**src/rtl/mod_addsub_pipe.sv**
```systemverilog
`default_nettype none
// ============================================================================
// Module   : mod_addsub_pipe
// Purpose  : Two-stage pipelined modular adder/subtractor for the PE datapath.
//            Each transaction computes c = (a + b) mod q or c = (a - b) mod q.
//            The modulus, operands, mode and tag are sampled together, and a
//            range-error flag travels with the result.
// Ports    : clk_i        - clock, rising edge
//            rst_n_i      - synchronous active-low reset
//            valid_i      - input transaction valid
//            ready_o      - block accepts an input this cycle
//            op_i         - 0 = add, 1 = subtract
//            a_i, b_i     - operands (expected < q)
//            q_i          - modulus (expected >= 2)
//            tag_i        - sideband tag, passed through unchanged
//            valid_o      - result valid
//            ready_i      - downstream accepts the result
//            c_o          - result
//            tag_o        - tag of the result in c_o
//            range_err_o  - a >= q, b >= q or q < 2 for this result
// Revision : 1.0 - initial release
// ============================================================================
module mod_addsub_pipe #(
    parameter int W     = 23,
    parameter int TAG_W = 4
) (
    input  logic             clk_i,
    input  logic             rst_n_i,
    input  logic             valid_i,
    output logic             ready_o,
    input  logic             op_i,
    input  logic [W-1:0]     a_i,
    input  logic [W-1:0]     b_i,
    input  logic [W-1:0]     q_i,
    input  logic [TAG_W-1:0] tag_i,
    output logic             valid_o,
    input  logic             ready_i,
    output logic [W-1:0]     c_o,
    output logic [TAG_W-1:0] tag_o,
    output logic             range_err_o
);

    localparam logic [W-1:0] c_Q_MIN = W'(2);

    // Stage 1 (operand stage) registers
    logic             r_s1_valid;
    logic [W+1:0]     r_s1_r;
    logic [W-1:0]     r_s1_q;
    logic             r_s1_op;
    logic [TAG_W-1:0] r_s1_tag;
    logic             r_s1_err;

    // Stage 2 (output stage) registers
    logic             r_s2_valid;
    logic [W-1:0]     r_s2_c;
    logic [TAG_W-1:0] r_s2_tag;
    logic             r_s2_err;

    logic             w_s2_load;
    logic             w_s1_load;
    logic [W+1:0]     w_raw;
    logic             w_err;
    logic             w_r_ge_q;
    logic             w_r_neg;
    logic [W-1:0]     w_r_lo;
    logic [W-1:0]     w_c;

    // Each stage may load when it is empty or when the stage after it is
    // draining in this same cycle, so a full pipe still moves one per cycle.
    assign w_s2_load = !r_s2_valid || ready_i;
    assign w_s1_load = !r_s1_valid || w_s2_load;
    assign ready_o   = w_s1_load;

    // Two guard bits: one for the carry of a + b, one as the sign of a - b.
    assign w_raw = op_i ? ({2'b00, a_i} - {2'b00, b_i})
                        : ({2'b00, a_i} + {2'b00, b_i});
    assign w_err = (a_i >= q_i) | (b_i >= q_i) | (q_i < c_Q_MIN);

    // Single conditional correction. The comparison uses the full-width raw
    // value, while the correction itself only needs the low W bits because
    // the result is truncated to W bits anyway.
    assign w_r_ge_q = (r_s1_r >= {2'b00, r_s1_q});
    assign w_r_neg  = r_s1_r[W+1];
    assign w_r_lo   = r_s1_r[W-1:0];

    always_comb begin
        w_c = w_r_lo;
        if (r_s1_op) begin
            if (w_r_neg) begin
                w_c = w_r_lo + r_s1_q;
            end
        end else begin
            if (w_r_ge_q) begin
                w_c = w_r_lo - r_s1_q;
            end
        end
    end

    always_ff @(posedge clk_i) begin
        if (!rst_n_i) begin
            r_s1_valid <= 1'b0;
            r_s1_r     <= '0;
            r_s1_q     <= '0;
            r_s1_op    <= 1'b0;
            r_s1_tag   <= '0;
            r_s1_err   <= 1'b0;
        end else if (w_s1_load) begin
            r_s1_valid <= valid_i;
            if (valid_i) begin
                r_s1_r   <= w_raw;
                r_s1_q   <= q_i;
                r_s1_op  <= op_i;
                r_s1_tag <= tag_i;
                r_s1_err <= w_err;
            end
        end
    end

    // Result fields only update when a real transaction moves in, so they
    // keep the last result while the pipe is idle or stalled.
    always_ff @(posedge clk_i) begin
        if (!rst_n_i) begin
            r_s2_valid <= 1'b0;
            r_s2_c     <= '0;
            r_s2_tag   <= '0;
            r_s2_err   <= 1'b0;
        end else if (w_s2_load) begin
            r_s2_valid <= r_s1_valid;
            if (r_s1_valid) begin
                r_s2_c   <= w_c;
                r_s2_tag <= r_s1_tag;
                r_s2_err <= r_s1_err;
            end
        end
    end

    assign valid_o     = r_s2_valid;
    assign c_o         = r_s2_c;
    assign tag_o       = r_s2_tag;
    assign range_err_o = r_s2_err;

endmodule
`default_nettype wire

```
**config.mk**
```make
export PLATFORM = sky130hd
export DESIGN_NAME = mod_addsub_pipe
export DESIGN_NICKNAME = d
export VERILOG_FILES = /design/src/rtl/mod_addsub_pipe.sv
export SDC_FILE = /design/constraint.sdc
export NUM_CORES = 1
export LEC_CHECK = 0
export ABC_AREA = 1
export BUFFER_PORTS_ARGS = -buffer_cell sky130_fd_sc_hd__buf_2
export CAP_MARGIN = 15
export CORE_UTILIZATION = 60
export CTS_CLUSTER_SIZE = 40
export DETAILED_ROUTE_END_ITERATION = 16
export HOLD_SLACK_MARGIN = 0.12
export PLACE_DENSITY = 0.79
export SLEW_MARGIN = 20
export SYNTH_ARGS = -nofsm -noshare
export SYNTH_HDL_FRONTEND = slang
export SYNTH_SLANG_ARGS = --single-unit
```
**constraint.sdc**
```tcl
create_clock -name clk_i -period 3.16 [get_ports clk_i]
set_clock_uncertainty 0.2 [all_clocks]
set_input_delay 0.316 -clock clk_i [delete_from_list [all_inputs] [get_ports clk_i]]
set_output_delay 0.316 -clock clk_i [all_outputs]
set_load 0.01 [all_outputs]
```
Word-level counts from Yosys, hierarchy flattened
Index checks and enable logic that the tools add are counted.
{ "word_totals": {"elab_cells": 30, "output_inout_bits": 30, "ff_bits": 84, "in_bits": 78} }
{ "classes": {"n_lt_le_gt_ge": 4, "n_reduce_logical": 6, "mux": 4, "add_sub_neg": 4, "bitwise_logic": 2} }
{ "op_table": {"columns": ["cell", "n"], "rows": [
  ["2-to-1 mux 23 bit", 3],
  [">= comparator 23 bit", 2],
  [">= comparator 25 x 23 -> 1 bit", 1],
  ["2-to-1 mux 25 bit", 1],
  ["adder 23 x 23 -> 24 bit", 1],
  ["subtractor 23 x 23 -> 24 bit", 1],
  ["adder 23 bit", 1],
  ["less-than comparator 23 x 2 -> 1 bit (second input constant)", 1],
  ["subtractor 23 bit", 1],
  ["AND reduction 2 bit", 2],
  ["zero test 1 bit", 2],
  ["logical OR 1 bit", 2],
  ["OR 1 bit", 2]
]} }

Logic depth before layout (Yosys ltp)
{ "depth": {"depth_word": 4, "ltp_mapped": 18, "mapped_depth_nobuf": 17} }

Worst setup path before layout
Ideal clock, no wire load.
{ "synth_path": {"path_kind": "reg-to-reg", "from": "register r_s1_q[8]", "to": "register r_s2_c[19], in the netlist c_o[19]", "path_buffers": 2, "t_required_ns": 2.843, "period_less_slack_ns": 2.143, "path_stages_with_launch": 16, "slack_ns": 1.017, "t_arrival_ns": 1.826, "setup_time_ns": 0.117, "path_cell_list": "dfxtp_1 inv_1 ha_1 buf_4 nand2_1 nor2_2 nand2_1 nor2_1 nand2_2 inv_2 nor2_4 buf_6 nor2_1 nor2_1 nor2_1 nor2_1"} }
{ "synth_via": {"elab_chain_len": 3, "elab_cells_between_ends": 6, "classes_between": "add/sub (2); order compare (1); mux (3)"} }
{ "synth_lines": {"columns": ["item", "line_no", "source"], "rows": [
  ["start, declared", "48", "logic [W-1:0] r_s1_q;"],
  ["start signal, assigned", "111", "r_s1_q <= q_i;"],
  ["subtractor 23 bit (tied with other cells)", "94", "w_c = w_r_lo - r_s1_q;"],
  ["2-to-1 mux 23 bit (on tied branches)", "93, 89", null],
  ["2-to-1 mux 23 bit *", "88", "if (r_s1_op) begin"],
  ["end signal, assigned", "130", "r_s2_c <= w_c;"],
  ["end, declared", "55", "logic [W-1:0] r_s2_c;"]
]} }
Mark *: on every way between the ends. The rest lies on a longest branch, timed or not.
A chain may end at the register's enable or synchronous reset.

Final worst setup path
{ "layout_path": {"from": "register r_s1_q[2]", "to": "register r_s2_c[18], in the netlist c_o[18]"} }
Same word-level chain as after synthesis.

==> impl_metrics.csv <==
group,metric,value,unit
placement,place_hpwl,32200,um
cells_and_area,diodes,0,
floorplan,core,18100,um^2
sta,relSlewSlack,38.1,%
grt,grt_pass1_vias,12600,
flow_run,drv_cap,0,
synth,synth-compound-area-share,15.2,%
power,powerDensity,377,nW/um^2
clocking,ctsResizeCount,0,
cells_and_area,layout_common_cells,"nand2_1, inv_1, nor2_1",
synth,synth_nets,2200,
sta,period_minus_slack,2.82,ns
floorplan,start_util,62.0,%
routing,wl_met1,16300,um
floorplan,dieArea,19300,um^2
synth,yosysTopAreaCell,"nand2_1",
clocking,cts_root_buffer,"clkbuf_16",
clocking,cts_tree,"built",
synth,synth_edf_count,0,
cells_and_area,drive_above_1_share,8.02,%
power,finalPower,4.60,mW
sta,hold_viol,0,
worst_hold_path,worstHoldPathType,"input port to flop",
synth,synthSimpleGateAreaFrac,36.9,%
placement,place_area,11800,um^2
clocking,htree_num_levels,3,
sta,drv_slew,0,
clocking,cts_buffers,9,
grt,grt-ovfl-total,0,
cells_and_area,fill_cells,1726,
synth,synthFlopType,"dfxtp_1",
grt,grt_max_degree,81,
placement,portBuffers,107,
synth,synthXorXnorAreaFrac,2.65,%
routing,dr_total_vias,13200,
floorplan,die_width,139,um
critical_path,r2r_setup_slack,0.34,ns
routing,route.met2.wl,18800,um
critical_path,crit_arrival,2.91,ns
routing,highest_layer,"met4",
synth,ys_async_sr_fraction,0,%
cells_and_area,nets,2272,
critical_path,required,3.25,ns
grt,antenna_found_initial,0,
synth,syn_area_per_cell,5.68,um^2
grt,grt_usage,41.3,%
power,p_leak,6.90,nW
synth,synth-seq-cells,84,
sta,tns,0,ns
floorplan,io_pins,108,
routing,drc,0,
grt,grt_pass1_wl,63100,um
cells_and_area,design_area,12200,um^2
routing,viasPerCell,5.77,
floorplan,chipHeight,139,um
clocking,clock_path_buffers,2,
critical_path,path_max_fanout,23,
clocking,cts_sinks,84,
synth,yosys.area_share.adder,15.9,%
sta,rsz0062_at_grt,"false",
routing,routed_wl,40000,um
synth,synth_top_area_share,18.3,%
critical_path,worstReg2RegStart,"r_s1_q[2]",
clocking,cts.clk_slew.worst_paths,0.07,ns
critical_path,r2r_end,"c_o[18]",
synth,synth_area_leaders,"nand2_1, ha_1, dfxtp_1, inv_1, a21oi_1",
synth,synth_top_family_by_area,"simple AND/OR/NAND/NOR gates",
sta,finalSetupViolations,0,
routing,wl_per_cell,17.5,um
critical_path,reg2reg_depth,15,
critical_path,cp-start-kind,"flop",
floorplan,rows,49,
synth,syn_area,11300,um^2
routing,route.met3.wl,3080,um
worst_hold_path,hold_end,"r_s1_q[22]",
cells_and_area,final_common_cell,"nand2_1",
synth,yosysWarningCount,0,
cells_and_area,area_delta_synth_final,8.43,%
sta,final.period_utilization,89.1,%
routing,drtIter0Drc,1264,
clocking,clkLatencyLatePin,0.35,ns
status,status,"finished, final reports clean",
critical_path,end_kind,"flop",
critical_path,path_class,"flop to flop",
placement,gp_congestion,1.00,
power,peakVddDrop,0.260,mV
routing,ant_nets,0,
sta,max_freq,355,MHz
routing,dr.pass1.iters,8,
worst_hold_path,hold_start,"q_i[22]",
synth,seq_area_frac_synth,14.9,%
sta,worst_pin_slew,0.927,ns
synth,muxShareOfSynthArea,0,%
worst_hold_path,holdPathStages,3,
synth,synth_cells,1981,
synth,yosysUniqueCellTypes,42,
-- area by class of cell --
type / instances / area [um^2] / share of cell area [%]
Inverter: 338 / 1270 / 10.4
Clock buffer: 9 / 225 / 1.85
Sequential cell: 84 / 1680 / 13.8
Timing Repair Buffer: 130 / 733 / 6.01
Multi-Input combinational cell: 1490 / 7950 / 65.2
Tap cell: 229 / 287 / 2.35
Clock inverter: 7 / 56.3 / 0.461
-- Yosys cell counts (3+ instances only) --
| master | number |
|---|---|
| nand3b_1 | 3 |
| nor2_2 | 5 |
| inv_2 | 5 |
| nand2_1 | 550 |
| nand4_1 | 40 |
| inv_1 | 330 |
| nor2_1 | 205 |
| o21ai_1 | 3 |
| buf_2 | 17 |
| clkinv_1 | 3 |
| a21o_1 | 4 |
| ha_1 | 137 |
| buf_6 | 9 |
| o21bai_1 | 13 |
| xnor2_1 | 3 |
| nand3_1 | 140 |
| nor3_1 | 22 |
| a21oi_1 | 191 |
| a211oi_1 | 4 |
| nand2_2 | 7 |
| clkbuf_1 | 39 |
| xor2_1 | 31 |
| nor3b_1 | 3 |
| and2_1 | 4 |
| fa_1 | 4 |
| dfxtp_1 | 84 |
| o21ai_0 | 104 |
-- metal layers --
metal / up-vias / GRT usage, %
met5: - / 0
met4: 0 / 20.3
met3: 117 / 4.63
met2: 629 / 71.2
met1: 6020 / 51.0
li1: 6420 / -
-- timing repair --
item	4_1_cts	5_1_grt
setup buffers	0	0
hold buffers	10	0
hold endpoints to repair	10	0
-- power breakdown --
part | internal (mW) | total, mW | switching (mW) | leakage (nW)
clock network | 0.543 | 1.04 | 0.497 | 0.130
logic | 0.753 | 2.35 | 1.60 | 6.07
registers | 1.15 | 1.21 | 0.0630 | 0.696
-- critical path, stage by stage, from the launching register on --
cell     delay, ns
dfxtp_1       0.33
inv_1         0.06
ha_1          0.41
nand2_2       0.13
nand2_1       0.05
nand2_1       0.08
nand2_1       0.06
nand2_1       0.07
nand3_2       0.16
nand2_4       0.18
nand3_4       0.08
nor2_4        0.55
nor2_1        0.13
nor2_1        0.14
nor2_1        0.06
nor2_1        0.07
-- flip-flops by register name, indices dropped and copies added (netlist names) --
signal,count
r_s1_op,1
c_o,23
r_s1_r,25
r_s1_err,1
r_s1_tag,4
range_err_o,1
r_s1_q,23
tag_o,4
valid_o,1
r_s1_valid,1
-- per-stage QoR --
stage / instances / hold slack (ns) / utilization [%] / setup slack, ns
floorplan: 1981 / 0.233 / - / 1.02
global placement: 2261 / 0.259 / 65.1 / 0.470
detailed placement: 2261 / 0.269 / 65.1 / 0.404
CTS: 2287 / 0.122 / 67.2 / 0.393
global route: 2287 / 0.144 / 67.2 / 0.140
finish: 2287 / 0.122 / 67.2 / 0.344
-- worst max-delay path by stage --
stage / slack (ns) / end / start
3_3_place_gp: 0.47 / r_s1_r[6] / a_i[0]
5_1_grt: 0.14 / c_o[19] / r_s1_q[2]
3_5_place_dp: 0.40 / c_o[18] / r_s1_q[2]
6_report: 0.34 / c_o[18] / r_s1_q[2]
2_1_floorplan: 1.02 / c_o[19] / r_s1_q[8]
4_1_cts: 0.39 / c_o[21] / r_s1_q[2]
-- kinds of logic (layout without fill, tap and decap cells) --
group / after synthesis / in the layout
AO/OA/AOI/OAI: 326 / 326
XOR/XNOR: 34 / 34
adder cells (fa/ha/maj): 141 / 141
buffers and inverters: 407 / 484
flip-flops: 84 / 84
AND/OR/NAND/NOR: 989 / 989
Power figures use the tool's default switching activity.
